[config.mk]
export PLATFORM = sky130hd
export DESIGN_NAME = de0_stim_gen
export DESIGN_NICKNAME = d
export VERILOG_FILES = /design/src/rtl/de0_stim_gen.sv
export SDC_FILE = /design/constraint.sdc
export NUM_CORES = 1
export LEC_CHECK = 0
export ABC_CLOCK_PERIOD_IN_PS = 1900
export BUFFER_PORTS_ARGS = -buffer_cell sky130_fd_sc_hd__buf_2
export CAP_MARGIN = 20
export CORE_ASPECT_RATIO = 0.75
export CORE_MARGIN = 5
export CORE_UTILIZATION = 44
export DETAILED_ROUTE_END_ITERATION = 7
export PLACE_DENSITY = 0.67
export SLEW_MARGIN = 20
export SYNTH_ARGS = -nofsm -noshare
export SYNTH_HDL_FRONTEND = slang
export SYNTH_SLANG_ARGS = --single-unit
[constraint.sdc]
create_clock -name clk -period 1.9 [get_ports clk]
set_input_delay 0.19 -clock clk [delete_from_list [all_inputs] [get_ports clk]]
set_output_delay 0.19 -clock clk [all_outputs]
set_load 0.005 [all_outputs]
[src/rtl/de0_stim_gen.sv]
// de0_stim_gen: on-board stimulus sequencer for de0_training.
// Plays a fixed 544-step sweep (two single-operand sweeps, then two
// 16x16 cross sweeps). Each vector is held for STEP_DIV cycles, and every
// output comes straight from a register.
module de0_stim_gen #(
  parameter int STEP_DIV = 1
) (
  input  logic       clk,
  input  logic       rst,
  input  logic       start,
  input  logic       pause,
  output logic [3:0] din_0,
  output logic [3:0] din_1,
  output logic [1:0] sel,
  output logic       valid,
  output logic [9:0] step_idx,
  output logic       busy,
  output logic       done
);

  localparam int DIV_W = (STEP_DIV > 1) ? $clog2(STEP_DIV) : 1;
  localparam logic [DIV_W-1:0] DIV_LAST  = DIV_W'(STEP_DIV - 1);
  localparam logic [9:0]       LAST_STEP = 10'd543;

  typedef enum logic [1:0] {
    IDLE = 2'd0,
    RUN  = 2'd1,
    DONE = 2'd2
  } state_t;

  state_t           state_reg, state_next;
  logic [9:0]       step_reg, step_next;
  logic [DIV_W-1:0] div_reg, div_next;
  logic [9:0]       step_inc;

  logic [3:0] din_0_next, din_1_next;
  logic [1:0] sel_next;
  logic       valid_next, busy_next, done_next;
  logic [9:0] step_idx_next;
  logic [9:0] vec_inc;

  // Maps a step number to {sel, din_0, din_1}. The cross-sweep operands are
  // slices of the offset counter, so they wrap modulo 16 without extra logic.
  function automatic logic [9:0] vec_of(input logic [9:0] s);
    logic [9:0] k2;
    logic [9:0] k3;
    k2 = s - 10'd32;
    k3 = s - 10'd288;
    if (s < 10'd16)
      vec_of = {2'd0, s[3:0], 4'd0};
    else if (s < 10'd32)
      vec_of = {2'd1, 4'd0, s[3:0]};
    else if (s < 10'd288)
      vec_of = {2'd2, k2[7:4], k2[3:0]};
    else
      vec_of = {2'd3, k3[7:4], k3[3:0]};
  endfunction

  assign step_inc = step_reg + 10'd1;
  assign vec_inc  = vec_of(step_inc);

  // Next-state and next-output logic. Outputs keep their value unless the
  // step changes, which is what freezes them during pause and mid-hold.
  always_comb begin
    state_next    = state_reg;
    step_next     = step_reg;
    div_next      = div_reg;
    din_0_next    = din_0;
    din_1_next    = din_1;
    sel_next      = sel;
    step_idx_next = step_idx;
    valid_next    = 1'b0;
    busy_next     = busy;
    done_next     = 1'b0;

    case (state_reg)
      IDLE: begin
        din_0_next    = 4'd0;
        din_1_next    = 4'd0;
        sel_next      = 2'd0;
        step_idx_next = 10'd0;
        busy_next     = 1'b0;
        step_next     = 10'd0;
        div_next      = '0;
        if (start) begin
          // Step 0 is all zeros, so only the strobes need to change here.
          state_next = RUN;
          valid_next = 1'b1;
          busy_next  = 1'b1;
        end
      end

      RUN: begin
        if (!pause) begin
          if (div_reg == DIV_LAST) begin
            div_next = '0;
            if (step_reg == LAST_STEP) begin
              state_next    = DONE;
              step_next     = 10'd0;
              din_0_next    = 4'd0;
              din_1_next    = 4'd0;
              sel_next      = 2'd0;
              step_idx_next = 10'd0;
              busy_next     = 1'b0;
              done_next     = 1'b1;
            end else begin
              step_next     = step_inc;
              step_idx_next = step_inc;
              {sel_next, din_0_next, din_1_next} = vec_inc;
              valid_next    = 1'b1;
            end
          end else begin
            div_next = div_reg + 1'b1;
          end
        end
      end

      DONE: begin
        state_next    = IDLE;
        din_0_next    = 4'd0;
        din_1_next    = 4'd0;
        sel_next      = 2'd0;
        step_idx_next = 10'd0;
        busy_next     = 1'b0;
      end

      default: begin
        state_next    = IDLE;
        din_0_next    = 4'd0;
        din_1_next    = 4'd0;
        sel_next      = 2'd0;
        step_idx_next = 10'd0;
        busy_next     = 1'b0;
      end
    endcase
  end

  // State, counters and all outputs update together on one edge so phase
  // boundaries never show intermediate values.
  always_ff @(posedge clk) begin
    if (rst) begin
      state_reg <= IDLE;
      step_reg  <= 10'd0;
      div_reg   <= '0;
      din_0     <= 4'd0;
      din_1     <= 4'd0;
      sel       <= 2'd0;
      step_idx  <= 10'd0;
      valid     <= 1'b0;
      busy      <= 1'b0;
      done      <= 1'b0;
    end else begin
      state_reg <= state_next;
      step_reg  <= step_next;
      div_reg   <= div_next;
      din_0     <= din_0_next;
      din_1     <= din_1_next;
      sel       <= sel_next;
      step_idx  <= step_idx_next;
      valid     <= valid_next;
      busy      <= busy_next;
      done      <= done_next;
    end
  end

endmodule

; ---- Yosys cells after proc, flatten, opt, wreduce, memory -nomap -nowiden
; Index checks and enable logic that the tools add are counted.
[word_totals]
register_bits = 36
in_bits = 4
out_inout_bits = 23
elab_cells = 63
[classes]
add_sub_neg = 4
magnitude_cmp = 3
n_eq_ne = 6
muxes = 28
bitwise = 3
n_reduce_logical = 9
[op_table]
columns = operator, n
row1 = two-way mux 10 bit, 5
row2 = case mux 10 bit (2 select lines), 1
row3 = subtractor 8 x 6 -> 8 bit (second input constant), 2
row4 = adder 10 x 1 -> 10 bit (second input constant), 1
row5 = == test 10 bit (second input constant), 1
row6 = less-than comparator 10 x 5 -> 1 bit (second input constant), 1
row7 = less-than comparator 10 x 6 -> 1 bit (second input constant), 1
row8 = less-than comparator 10 x 9 -> 1 bit (second input constant), 1
row9 = two-way mux 1 bit, 10
row10 = two-way mux 2 bit, 5
row11 = two-way mux 9 bit, 1
row12 = two-way mux 4 bit, 2
row13 = inequality test 2 bit (second input constant), 4
row14 = case mux 1 bit (2 select lines), 3
row15 = AND reduction 3 bit, 2
row16 = case mux 2 bit (2 select lines), 1
row17 = AND reduction 2 bit, 2
row18 = AND reduction 4 bit, 1
row19 = OR reduction 4 bit, 1
row20 = inverter 1 bit, 3
row21 = == test 2 x 1 -> 1 bit (second input constant), 1
row22 = logical NOT 2 bit, 1
row23 = nonzero test 2 bit, 1
row24 = OR reduction 2 bit, 1
row25 = adder 1 bit (second input constant), 1

; ---- Longest topological paths before layout
[logic_depth]
ltp_word = 6
depth_mapped = 9
mapped_depth_nobuf = 8

; ---- Worst setup path before layout
; OpenSTA, ideal clock, no wires.
[synth_timing]
path_kind = register -> register
start = register step_reg[0]
end = register din_0[3]
setup_ns = 0.059
t_arrival_ns = 2.053
t_required_ns = 1.841
slack_ns = -0.212
path_stages_with_launch = 10
path_buffers = 1
synth_period_minus_slack_ns = 2.112
cell_sequence = dfxtp_1 > ha_1 > buf_2 > and4_1 > nand2_1 > xor2_1 > ha_1 > xnor3_1 > a211oi_1 > a221o_1
[synth_between]
elab_chain_cells = 6
word_cells_on_any_way = 11
classes_between = add/sub (3) / order compare (3) / eq/ne (1) / mux (4)
[synth_lines]
columns = element, line
row1 = from (decl), 32  ; logic [9:0] step_reg, step_next;
row2 = from (signal assigned), 154  ; step_reg <= step_next;
row3 = adder 10 x 1 -> 10 bit, 59  ; assign step_inc = step_reg + 10'd1;
row4 = subtractor 8 x 6 -> 8 bit or less-than comparator 10 x 9 -> 1 bit (tied branches), "47, 48, 53"
row5 = two-way mux 9 bit, 53  ; else if (s < 10'd288)
row6 = two-way mux 10 bit, 51  ; else if (s < 10'd32)
row7 = two-way mux 10 bit, 49  ; if (s < 10'd16)
row8 = two-way mux 4 bit (*), 97  ; if (step_reg == LAST_STEP) begin
row9 = to (signal assigned), 156  ; din_0 <= din_0_next;
row10 = to (decl), 12  ; output logic [3:0] din_0,
; Mark *: on every way between the ends. The rest lies on a longest branch, timed or not.
; A chain may end at the register's enable or synchronous reset.

; ---- Final worst setup path
[layout_timing]
start = register step_reg[0]
end = register din_0[1]
; Same word-level chain as after synthesis.

==> impl_metrics.py <==
metrics = {
    "worst_setup_path": {
        "path_class": "reg2reg",
        "cp-end-kind": "register",
        "critPathArrivalTime_ps": 2060,
        "crit_fanout": 5,
        "start_kind": "register",
        "required_ps": 2080,
    },
    "timing": {
        "tightestPinTransition_ps": 443,
        "setup_viol": 0,
        "final_max_slew_viol_count": 0,
        "rsz0062_at_grt": "true",
        "hold_viol": 0,
        "fin_skew_ps": 3.37,
        "max_freq_mhz": 532,
        "min_period_ps": 1880,
        "slew-limit-headroom_pct": 70.3,
        "whs_ps": 123,
        "fin_crit_sh_pct": 99.0,
    },
    "synth": {
        "ys_ff_latch": 35,
        "postSynth.asyncResetShare_pct": 0,
        "synth_seq_area_share_pct": 40.7,
        "syn-instance-count": 196,
        "synth.distinct_cells": 51,
        "yosysWarnings": 0,
        "synth_edf_count": 0,
        "synth_nets": 202,
        "synth.avg_cell_area_um2": 8.78,
        "synth_area_um2": 1720,
        "synthFlopType": "dfxtp_1",
    },
    "clocking": {
        "cts_buffer_depth": 2,
        "cts.clk_slew.worst_paths_ps": 70,
        "root_buffer": "clkbuf_8",
        "htree_levels": 2,
        "insertion_delay_ps": 290,
        "numCtsBuffers": 5,
        "hold_buffers": 0,
        "cts_tree": "done",
        "cts.sinks": 35,
    },
    "finish": {
        "drive_gt1_share_pct": 39.8,
        "final_cell_mix": "buf_4 (38), dfxtp_1 (30), nand2_1 (27)",
        "instances_no_fill": 311,
        "final_common_cell": "buf_4",
        "diodes": 0,
        "area_delta_synth_final_pct": 35.7,
        "layout.nets": 264,
    },
    "floorplanning": {
        "start_util_pct": 46.4,
        "rows": 19,
        "pin_count": 27,
        "dieArea_um2": 5280,
        "die_h_um": 64.2,
        "die_w_um": 82.2,
        "core_area_um2": 3710,
    },
    "status": {
        "status": "finished clean",
    },
    "placement": {
        "port_buffers": 26,
        "dp_cells": 298,
        "hpwl_mm": 3.47,
        "gp_congestion": 1.03,
    },
    "route": {
        "wl_met3_um": 389,
        "vias_per_cell": 5.52,
        "wl_met1_mm": 2.29,
        "dr.first_iter.drc_count": 233,
        "highest_layer": "met4",
        "antenna_left": 0,
        "drtPass1Iterations": 4,
        "vias": 1716,
        "dr_wl_met2_mm": 2.14,
        "drcViolationCount": 0,
        "wl_per_cell_um": 15.7,
        "routed_wl_mm": 4.88,
    },
    "global_routing": {
        "grt_usage_pct": 19.3,
        "antenna_found_initial": 0,
        "grt_first_pass_wirelength_mm": 7.77,
        "grt_overflow": 0,
        "grt_pass1_vias": 1518,
        "grt_max_degree": 14,
    },
    "min_path": {
        "hold_class": "in2reg",
    },
    "power": {
        "power_leakage_uw": 0.00102,
        "irDropWorstVdd_mv": 0.376,
        "powerDensity_nw_per_um2": 576,
    },
    "run": {
        "cap_violations": 0,
    },
}
metal layers:
metal	track usage, %	up-vias
met4	6.22	0
li1	-	833
met3	7.16	9
met5	0	-
met2	25.5	70
met1	28.4	804
final cells by class:
cell class / instances / area, um^2
Clock buffer: 7 / 76.3
Clock inverter: 1 / 5.00
Fill cell: 331 / 1370
Inverter: 3 / 11.3
Sequential cell: 35 / 712
Timing Repair Buffer: 66 / 438
Multi-Input combinational cell: 147 / 1030
Tap cell: 52 / 65.1
synthesized netlist by cell type, types with 3 or more instances:
library cell | instances | share of area [%]
xor2_1 | 5 | 2.5
buf_2 | 5 | 1.5
nand3_1 | 7 | 2.0
inv_1 | 3 | 0.65
nor2_1 | 19 | 4.1
dfxtp_1 | 35 | 41
nand2_1 | 29 | 6.3
o21ai_0 | 15 | 4.4
a21oi_1 | 10 | 2.9
nor3_1 | 3 | 0.87
or3_1 | 3 | 1.1
nand2b_1 | 3 | 1.1
a21o_1 | 3 | 1.3
clkbuf_1 | 4 | 0.87
o31ai_1 | 4 | 1.7
xnor2_1 | 3 | 1.5
worst paths after layout:
kind | endpoint | startpoint | slack [ps] | cells after the start
hold / removal | step_reg[7] | rst | 120 | 2
hold reg to reg | step_idx[2] | step_idx[2] | 440 | 2
setup reg to reg | din_0[1] | step_reg[0] | 20 | 8
setup / recovery | din_0[1] | step_reg[0] | 20 | 8
power by group:
group          total, uW  switching (uW)  internal (uW)
Combinational       75.0            41.9           33.1
Clock                525             268            257
Sequential           745            6.06            739
cell families after synthesis:
logic type | Yosys count | share of synthesized area (%)
adders and majority gates | 2 | 1.45
and+or+nand+nor | 77 | 23.0
DFF | 35 | 40.7
AOI/OAI and AO/OA | 59 | 25.4
xor gates and xnor gates | 9 | 5.38
buffers and inverters | 14 | 4.07
critical path, cell delays in order, from the launching register on:
cell	delay (ps)
dfxtp_4	360
ha_4	160
and4_4	240
buf_4	120
nand2_2	50
o31a_1	360
buf_4	170
a32oi_2	200
o21ai_1	100
what timing repair did:
item                                   CTS  global route
setup endpoints to repair                1            10
gates resized for setup                  2            17
setup buffers                            0             5
endpoints found under the hold margin    0             0
pin swaps                                0            16
stage by stage:
stage          worst slack, ps  TNS, ps  utilization, %  total power, uW  area (um^2)
3_3_place_gp              23.4        0            58.0              833         2150
2_1_floorplan             6.44        0               -              800         1760
5_1_grt                  -81.5     -108            63.0             1400         2340
3_5_place_dp              14.8        0            58.0              833         2150
4_1_cts                   1.20        0            60.5             1360         2240
6_report                  19.9        0            63.0             1340         2340
(Power assumes the default switching activity.)
